[config.mk]
export PLATFORM = sky130hd
export DESIGN_NAME = div_sign_ctrl
export DESIGN_NICKNAME = d
export VERILOG_FILES = /design/src/rtl/div_sign_ctrl.sv
export SDC_FILE = /design/constraint.sdc
export NUM_CORES = 1
export LEC_CHECK = 0
export CAP_MARGIN = 15
export CORE_UTILIZATION = 40
export DETAILED_ROUTE_END_ITERATION = 8
export SLEW_MARGIN = 20
export SYNTH_ARGS = -nofsm -noshare
export SYNTH_HDL_FRONTEND = slang
export SYNTH_SLANG_ARGS = --single-unit
[constraint.sdc]
create_clock -name clk -period 33.7 [get_ports clk]
set_input_delay 10.11 -clock clk [delete_from_list [all_inputs] [get_ports clk]]
set_output_delay 10.11 -clock clk [all_outputs]
set_load 0.005 [all_outputs]
[src/rtl/div_sign_ctrl.sv]
// div_sign_ctrl
//   Issue/retire stage wrapped around a 32-bit unsigned sequential divider core.
//   Accepts a signed or unsigned operand pair, answers divide-by-zero and
//   INT_MIN/-1 directly, and otherwise feeds operand magnitudes to the core.
//   When the core finishes, the stage sign-corrects the result and holds it
//   on a valid/ready output.
//
// Ports
//   clk, rst                      clock, asynchronous active-high reset
//   in_valid/in_ready             operand handshake (dividend, divisor, is_signed)
//   core_start/core_x/core_y      start level and operand magnitudes to the core
//   core_done/core_quotient/
//   core_remainder                core completion level and unsigned results
//   out_valid/out_ready           result handshake (quotient, remainder, flags)
//   div_by_zero/overflow/timeout  mutually exclusive result flags
//   busy                          high whenever an operation is in flight
module div_sign_ctrl #(
   parameter int TIMEOUT_CYCLES = 1023,
   parameter int CNT_W          = 10
) (
   input  logic        clk,
   input  logic        rst,
   input  logic        in_valid,
   output logic        in_ready,
   input  logic [31:0] dividend,
   input  logic [31:0] divisor,
   input  logic        is_signed,
   output logic        core_start,
   output logic [31:0] core_x,
   output logic [31:0] core_y,
   input  logic        core_done,
   input  logic [31:0] core_quotient,
   input  logic [31:0] core_remainder,
   output logic        out_valid,
   input  logic        out_ready,
   output logic [31:0] quotient,
   output logic [31:0] remainder,
   output logic        div_by_zero,
   output logic        overflow,
   output logic        timeout,
   output logic        busy
);

   typedef enum logic [2:0] {S_IDLE, S_PREP, S_WAIT, S_FIX, S_OUT} state_t;

   localparam logic [CNT_W-1:0] TO_LIM = CNT_W'(TIMEOUT_CYCLES);

   state_t            state, state_nxt;
   logic [31:0]       a_q, b_q;
   logic              s_q;
   logic              neg_q, neg_r;
   logic [31:0]       q_raw, r_raw;
   logic [CNT_W-1:0]  wdog;
   logic              done_q;

   logic accept, done_edge, wd_expire, dz_in, ov_in;

   assign accept    = in_valid & in_ready;
   // done_q follows core_done every cycle, so a level already high when WAIT
   // is entered never looks like an edge.
   assign done_edge = core_done & ~done_q;
   // wdog counts completed WAIT cycles; the op aborts on the cycle that
   // would bring it to TIMEOUT_CYCLES.
   assign wd_expire = (wdog + 1'b1) == TO_LIM;
   assign dz_in     = (divisor == 32'd0);
   assign ov_in     = is_signed & (dividend == 32'h8000_0000) & (divisor == 32'hFFFF_FFFF);

   // state register
   always_ff @(posedge clk or posedge rst) begin
      if (rst) state <= S_IDLE;
      else     state <= state_nxt;
   end

   // next-state logic
   always_comb begin
      state_nxt = state;
      case (state)
         S_IDLE: if (accept) state_nxt = (dz_in | ov_in) ? S_OUT : S_PREP;
         S_PREP: state_nxt = S_WAIT;
         S_WAIT: begin
            if (done_edge)      state_nxt = S_FIX;
            else if (wd_expire) state_nxt = S_OUT;
         end
         S_FIX:  state_nxt = S_OUT;
         S_OUT:  if (out_ready) state_nxt = S_IDLE;
         default: state_nxt = S_IDLE;
      endcase
   end

   // state-decoded outputs; in_ready is gated by rst so every output is 0 in reset
   always_comb begin
      in_ready   = (state == S_IDLE) & ~rst;
      core_start = (state == S_WAIT);
      out_valid  = (state == S_OUT);
      busy       = (state != S_IDLE);
   end

   // datapath
   always_ff @(posedge clk or posedge rst) begin
      if (rst) begin
         a_q         <= '0;
         b_q         <= '0;
         s_q         <= 1'b0;
         neg_q       <= 1'b0;
         neg_r       <= 1'b0;
         q_raw       <= '0;
         r_raw       <= '0;
         wdog        <= '0;
         done_q      <= 1'b0;
         core_x      <= '0;
         core_y      <= '0;
         quotient    <= '0;
         remainder   <= '0;
         div_by_zero <= 1'b0;
         overflow    <= 1'b0;
         timeout     <= 1'b0;
      end else begin
         done_q <= core_done;
         case (state)
            S_IDLE: if (accept) begin
               a_q <= dividend;
               b_q <= divisor;
               s_q <= is_signed;
               if (dz_in) begin
                  quotient    <= 32'hFFFF_FFFF;
                  remainder   <= dividend;
                  div_by_zero <= 1'b1;
               end else if (ov_in) begin
                  quotient    <= 32'h8000_0000;
                  remainder   <= '0;
                  overflow    <= 1'b1;
               end else begin
                  wdog <= '0;
               end
            end
            S_PREP: begin
               // -0x80000000 wraps to itself, which is the correct unsigned 2^31
               core_x <= (s_q & a_q[31]) ? -a_q : a_q;
               core_y <= (s_q & b_q[31]) ? -b_q : b_q;
               neg_q  <= s_q & (a_q[31] ^ b_q[31]);
               neg_r  <= s_q & a_q[31];
            end
            S_WAIT: begin
               wdog <= wdog + 1'b1;
               if (done_edge) begin
                  q_raw <= core_quotient;
                  r_raw <= core_remainder;
               end else if (wd_expire) begin
                  quotient  <= '0;
                  remainder <= '0;
                  timeout   <= 1'b1;
               end
            end
            S_FIX: begin
               quotient  <= neg_q ? -q_raw : q_raw;
               remainder <= neg_r ? -r_raw : r_raw;
            end
            S_OUT: if (out_ready) begin
               div_by_zero <= 1'b0;
               overflow    <= 1'b0;
               timeout     <= 1'b0;
            end
            default: ;
         endcase
      end
   end

endmodule

* Yosys cells after proc, flatten, opt, wreduce, memory -nomap -nowiden
Index checks and enable logic that the tools add are counted.
** Cells by class
- Add/sub/neg operators :: 5
- Eq/ne operators :: 17
- Muxes and demuxes :: 35
- Bitwise logic cells :: 12
- Reduce and logical (&&, ||, !) cells :: 15
** Operators by type and width (count)
- $mux W32 :: 12
- $pmux W32 S3 :: 2
- $neg A32 Y32 :: 4
- $eq A32 B32 Y1 const B :: 2
- $logic_not A32 Y1 :: 1
- $mux W10 :: 3
- $pmux W10 S2 :: 1
- $mux W3 :: 5
- $pmux W3 S5 :: 1
- $ne A2 B2 Y1 const B :: 6
- $reduce_and A4 Y1 :: 3
- $add A10 B1 Y10 const B :: 1
- $eq A10 B10 Y1 const B :: 1
- $reduce_and A5 Y1 :: 2
- $and A1 B1 Y1 :: 8
- $mux W1 :: 8
- $eq A3 B2 Y1 const B :: 2
- $pmux W1 S2 :: 3
- $reduce_bool A2 Y1 :: 3
- $reduce_bool A3 Y1 :: 2
- $ne A2 B1 Y1 const B :: 2
- $reduce_and A2 Y1 :: 2
- $eq A3 B1 Y1 const B :: 1
- $eq A3 B3 Y1 const B :: 1
- other kinds (7) :: 8
** Storage, ports and cells
- Flip-flop bits (word level) :: 276
- Input bits :: 134
- Output and inout bits :: 135

* Logic depth before layout (Yosys ltp)
Gate-level depths: netlist of run 1.
- Word-level depth :: 7
- Mapped depth :: 10
- Gate-level depth less buffers :: 8

* Worst setup path before layout of run 1
Ideal clock, no wire load.
- Path kind :: input -> output
- Start point :: input port rst
- End point :: output port in_ready
- Arrival time :: 10308 ps
- Path slack :: 13282 ps
- Stages :: 1
- Buffers on the path :: 0
- Cell sequence :: nor2_1
** Between the ends
- Longest elaborated chain between the ends :: 2
** RTL lines
- start, declared :: line 22 : input logic rst,
- $not A1 Y1 :: line 92 : in_ready = (state == S_IDLE) & ~rst;
- $and A1 B1 Y1 :: line 92
- end, declared :: line 24 : output logic in_ready,
No other way between the ends.

* Final worst setup path of run 1
Same ends and word-level chain as after synthesis.

==> results of run 1 <==
==> cells in the final DEF (no fill, tap or decap), types with 31 or more instances in the layout <==
master | netlist | final
clkbuf_16 | 0 | 31
clkdlybuf4s50_1 | 0 | 268
dfrtp_1 | 276 | 275
mux2_2 | 140 | 140
mux2_4 | 48 | 48
nand2_1 | 147 | 145
nor2_1 | 38 | 38
o21ai_0 | 148 | 148
o31ai_1 | 33 | 33
xnor2_1 | 40 | 40
xor2_1 | 78 | 78
==> worst register-to-register path, stage by stage (launching register included) <==
cell and delay, ps:
dfrtp_1 480, nor2b_1 520, nand2b_1 350, inv_1 440, and3_2 300, buf_4 680
mux2_2 470
==> cell usage after synthesis, types with 3 or more instances <==
| cell type | count |
|---|---|
| or3_1 | 11 |
| mux2_2 | 140 |
| nand2b_1 | 3 |
| buf_6 | 8 |
| nand3b_1 | 3 |
| and4b_1 | 3 |
| nand4b_1 | 3 |
| ha_1 | 6 |
| mux2i_1 | 4 |
| nor2b_1 | 6 |
| dfrtp_1 | 276 |
| inv_1 | 24 |
| mux2_4 | 48 |
| or2_2 | 5 |
| xnor2_1 | 40 |
| nand2_1 | 147 |
| and2_1 | 3 |
| a21oi_1 | 30 |
| or4_1 | 17 |
| o31ai_1 | 33 |
| xor2_1 | 78 |
| o211ai_1 | 8 |
| and3_1 | 5 |
| nand4_1 | 15 |
| nor3_1 | 21 |
| nand3_1 | 16 |
| nor2_1 | 38 |
| clkbuf_1 | 61 |
| nor4_1 | 28 |
| o41ai_1 | 17 |
| o21ai_0 | 148 |
| a31oi_1 | 12 |
| o21ai_1 | 6 |
==> layer usage <==
metal	share of wire (%)	vias up
met1	48	5306
met2	45	252
met4	1.8	0
met5	0	-
li1	-	5101
met3	5.8	50
==> stage by stage <==
stage / cell area [sq um] / total power [W] / setup slack [ps]
global route: 18100 / 0.00177 / 12060
CTS: 18100 / 0.00166 / 12120
detailed placement: 17000 / 0.00129 / 12130
floorplan: 14000 / 0.00101 / 13280
finish: 18100 / 0.00165 / 12110
global placement: 17000 / 0.00127 / 12140
==> final timing paths <==
kind                                            endpoint                   from
worst max-delay path                            in_ready                    rst
worst min-delay path               core_y[8]$_DFFE_PP0P_  core_y[8]$_DFFE_PP0P_
worst max register to register     r_raw[20]$_DFFE_PP0P_   state[1]$_DFFE_PP0P_
worst min register to register     core_y[8]$_DFFE_PP0P_  core_y[8]$_DFFE_PP0P_
max in group asynchronous         core_x[29]$_DFFE_PP0P_                    rst
min in group asynchronous       quotient[23]$_DFFE_PP0P_                    rst
==> flip-flops by register name (all words and copies together) (netlist names), 3 cells and up <==
signal and flops:
state 3, core_x 32, remainder 32, core_y 32
b_q 32, a_q 32, quotient 32, wdog 10
r_raw 32, q_raw 32
==> cell families (layout without fill, tap and decap cells) <==
group	after synthesis	after routing
AO/OA/AOI/OAI	270	270
XOR/XNOR	118	118
adder cells (fa/ha/maj)	6	6
buffers and inverters	95	359
flip-flops	276	276
multiplexers	192	192
other	0	2
AND/OR/NAND/NOR	331	331
==> power by group through the flow <==
stage,clock network [W],registers (W),logic [W]
3_5_place_dp,0,0.000648,0.000642
2_1_floorplan,0,0.000606,0.000402
6_report,0.000365,0.000646,0.000638
3_3_place_gp,0,0.000642,0.000632
4_1_cts,0.000375,0.000644,0.000645
5_1_grt,0.000389,0.000671,0.000706
==> layout make-up <==
cell class	count	area [sq um]	share of cell area, %
multi-input cells	917	6690	36.8
diodes	2	5.00	0.0276
clock buffers	41	863	4.76
well taps	455	569	3.14
flip-flops and latches	276	6910	38.1
repair buffers	277	2770	15.3
clock inverters	17	244	1.34
inverters	24	97.6	0.538
==> impl_metrics.toml, run 1 <==
[status]
status = "completed"

[sta]
finalCritPeriodShare_pct = 64.1
hold_violations = 0
holdWs_ps = 477
clock.fmax_ghz = 0.0463
max-slew-margin-rel_pct = 24.9
rsz0062_at_grt = "false"
worst_clock_skew_ps = 8.08
timing.final.crit_period_ps = 21590
tightest_slew_ps = 1120
setup_viol = 0
setup_tns_ps = 0
slew_violations = 0

[route]
num_vias = 10700
drt-pass1-iter-count = 5
drtAntennaViolNets = 0
finalWirelength_um = 38600
drc = 0
wl_per_cell_um = 19.2
via_per_inst = 5.33
drt_iter0_markers = 580

[yosys]
synth_nets = 1428
ys.flop_type = "dfrtp_1"
synth_top_family_by_area = "multiplexers"
synthMuxAreaShare_pct = 16.7
synthDistinctLibCells = 52
synth-simple-area-share_pct = 11.6
synth_xor_area_share_pct = 7.39
syn_inst = 1288
synthAdderAreaFrac_pct = 0.537
synth_compound_area_share_pct = 11.4
synth_top_cells_by_area = "dfrtp_1, mux2_2, o21ai_0"
ys_ff_latch = 276
netlist_area_sq_um = 14000
syn_avg_cell_area_sq_um = 10.9
synth_top_area_share_pct = 49.4
ys.warnings.count = 0
async_flop_share_pct = 100
synth-seq-area-share_pct = 49.4
synth-edff-count = 0
yosysTopAreaCell = "dfrtp_1"

[global_route]
grt_usage_pct = 21.7
overflow = 0
met1_usage_pct = 32.0
grt_antenna_before_repair = 3
grt_pass1_vias = 10400
grt_pass1_wl_um = 61100
met2_usage_pct = 33.0
gr-usage-met3_pct = 3.95
busiest_layer = "met2"
grt_max_degree = 137

[clock_tree]
cts_tree = "yes"
numClockSinks = 276
insertion_delay_ps = 560
post_cts_buffers = 0
cts_buffer_depth = 3
ctsResizeCount = 0
clkSlewWorstSetupHoldPaths_ps = 60
htreeDepth = 1
hold_buffers = 0
numCtsBuffers = 31
cts_root_buf = "clkbuf_16"

[power]
p_sw_share_pct = 34.9
power.switching_w = 0.000575
p_comb_share_pct = 38.7
power_density_nw_per_um2 = 90.9
vdd.ir_drop.worst_mv = 0.0500
pwr-share-clk_pct = 22.1
power.internal_w = 0.00107
p_seq_share_pct = 39.2
p_leak_nw = 7.55

[critical_path]
cp_top_family = "buffers and inverters"
crit_arrival_ps = 11480
cpMostUsedCell = "clkdlybuf4s50_1"
worst-path-buf-inv = 2
slowest_stage = "clkdlybuf4s50_1"
worstSetupPathType = "input pin to output port"
crit_path_end_kind = "output port"
regToRegSetupSlack_ps = 30350
crit_chain = "clkdlybuf4s50_1 > nor2_1 > clkdlybuf4s50_1"
cpPeakStageDelay_ps = 560
path_depth = 3
critPathMaxFanout = 4
worstPathRequired_ps = 23590
startpoint_type = "input pin"
ff2ff_path_depth = 6

[final_layout]
area_growth_pct = 29.7
finish.utilization_pct = 52.7
final_layout_size_suffix_gt1_share_pct = 17.0
fin_cells = 2009
n_fill_cell = 3133
nets = 1667

[worst_hold_path]
hold_class = "flip-flop to flip-flop"
whs_path_depth = 2

[floorplanning]
start_util_pct = 40.6
fp-row-count = 68
core_sq_um = 34500
die_h_um = 189
io_pins = 269
die_w_um = 189
die-area_sq_um = 35700

[placed_design]
io_buffers = 268
dpl.cell_count = 1948
gp_congestion = 0.846
hpwl_um = 27500

[flow_run]
maxCapViolCount = 0
Note: power is estimated with default switching activity, not from simulation.
==> run 2: changes to the inputs <==
clock period = 21.3 ns   (was 33.7 ns; I/O delays follow)
==> run 2 against run 1 <==
Sequential power increased by 58%. Utilization hardly changed. Global-route usage down 0.14 points. Register-to-register slack got worse by 12000 ps. First-iteration DRC count fell by 16%. Non-clock buffer count shrank 1. Final cell count did not move. Total power up 58%. Sequential share of layout area about the same. Routed wire length decreased by 0.75%. Clock power up 58%. Design area barely moved. Critical path type unchanged. Critical endpoint unchanged. Largest power group unchanged.
==> impl_metrics.toml, run 2 (same netlist as run 1, synthesis figures left out) <==
[final_layout]
final_layout_size_suffix_gt1_share_pct = 17.0
design_area_sq_um = 18200
nets = 1669
layout_common_cells = "dfrtp_1, clkdlybuf4s50_1, o21ai_0, nand2_1, mux2_2"
area_growth_pct = 29.8
final_common_cell = "dfrtp_1"
finish.utilization_pct = 52.7

[global_route]
grt_usage_pct = 21.6
grt_antenna_before_repair = 3
grt_pass1_wl_um = 60400
grt_max_degree = 188
grt_pass1_vias = 10500
overflow = 0

[sta]
setup_tns_ps = 0
worst_clock_skew_ps = 24.7
hold_violations = 0
finalCritPeriodShare_pct = 66.4
max-slew-margin-rel_pct = 28.0
tightest_slew_ps = 1080
setup_viol = 0
clock.fmax_ghz = 0.0707
timing.final.crit_period_ps = 14140
slew_violations = 0
rsz0062_at_grt = "false"

[clock_tree]
insertion_delay_ps = 510
cts_root_buf = "clkbuf_16"
ctsResizeCount = 0
hold_buffers = 0
cts_buffer_depth = 3
cts_tree = "yes"
numClockSinks = 276
post_cts_buffers = 0
clkSlewWorstSetupHoldPaths_ps = 60
numCtsBuffers = 34
htreeDepth = 2

[floorplanning]
die_h_um = 189
die-area_sq_um = 35700
io_pins = 269
die_w_um = 189
core_sq_um = 34500
start_util_pct = 40.6
fp-row-count = 68

[critical_path]
worstPathRequired_ps = 14910
startpoint_type = "input pin"
critPathMaxFanout = 4
worstSetupPathType = "input pin to output port"
crit_arrival_ps = 7750
crit_path_end_kind = "output port"

[power]
p_seq_share_pct = 39.1
power.total_w = 0.00261
p_leak_nw = 7.57
power.switching_w = 0.000910
power_density_nw_per_um2 = 143
pwr-share-clk_pct = 22.1
vdd.ir_drop.worst_mv = 0.0797
p_comb_share_pct = 38.8
p_sw_share_pct = 34.9
power.internal_w = 0.00170

[route]
wl_per_cell_um = 19.1
via_per_inst = 5.33
drt_iter0_markers = 485
drt-pass1-iter-count = 5
drc = 0
finalWirelength_um = 38300
drtAntennaViolNets = 0
num_vias = 10700

[flow_run]
maxCapViolCount = 0

[status]
status = "completed"

[placed_design]
dpl_cell_area_sq_um = 17000
gp_congestion = 0.840
io_buffers = 268
hpwl_um = 27300

[worst_hold_path]
hold_class = "flip-flop to flip-flop"
[run 2: cell types whose count changed in the layout (fill, tap and decap cells not counted), sizes merged]
cell	delta
buf	-1
bufinv	-4
clkbuf	+7
clkinv	-1
clkinvlp	-2
inv	+1
[run 2: worst paths after layout]
| path | to | cells past startpoint | slack [ps] | start |
|---|---|---|---|---|
| min reg2reg | core_x[26]$_DFFE_PP0P_ | 2 | 470 | core_x[26]$_DFFE_PP0P_ |
| max in group asynchronous | neg_q$_DFFE_PP0P_ | 4 | 13460 | rst |
| max | in_ready | 3 | 7160 | rst |
| min | core_x[26]$_DFFE_PP0P_ | 2 | 470 | core_x[26]$_DFFE_PP0P_ |
| min in group asynchronous | q_raw[24]$_DFFE_PP0P_ | 2 | 6390 | rst |
| max reg2reg | r_raw[22]$_DFFE_PP0P_ | 6 | 17940 | state[1]$_DFFE_PP0P_ |
[run 2: metrics by stage]
step / hold slack [ps] / setup WS (ps) / cells
6_report: 475 / 7160 / 2009
5_1_grt: 506 / 7080 / 2008
4_1_cts: 484 / 7150 / 2006
3_5_place_dp: 470 / 7160 / 1947
3_3_place_gp: 460 / 7180 / 1947
2_1_floorplan: 449 / 7300 / 1288
[run 2: cell type report]
cell class / count / area, sq um
clock buffer: 48 / 1000
clock inverter: 11 / 113
timing repair buffer: 276 / 2780
sequential: 276 / 6910
inverter: 24 / 97.6
fill: 3095 / 16300
tap: 455 / 569
multi-input combinational: 917 / 6690
antenna: 2 / 5.00
[run 2: per-layer routing]
metal	wire, um	up-vias	share of wire, %	track usage [%]
met5	0	-	0	0
met4	1100	0	2.9	6.98
met3	2190	63	5.7	4.36
met1	18100	5255	47	31.0
met2	16900	281	44	32.4
li1	-	5119	-	-
[run 2: power groups by stage]
stage	Combinational (W)	Clock (W)	Sequential, W
CTS	0.00102	0.000592	0.00102
floorplan	0.000636	0	0.000959
global route	0.00112	0.000613	0.00106
detailed placement	0.00102	0	0.00102
finish	0.00101	0.000576	0.00102
global placement	0.00100	0	0.00102
[run 2: worst max-delay path: stages]
cell and delay (ps):
clkdlybuf4s50_1 510, nor2_1 290, clkdlybuf4s50_1 560
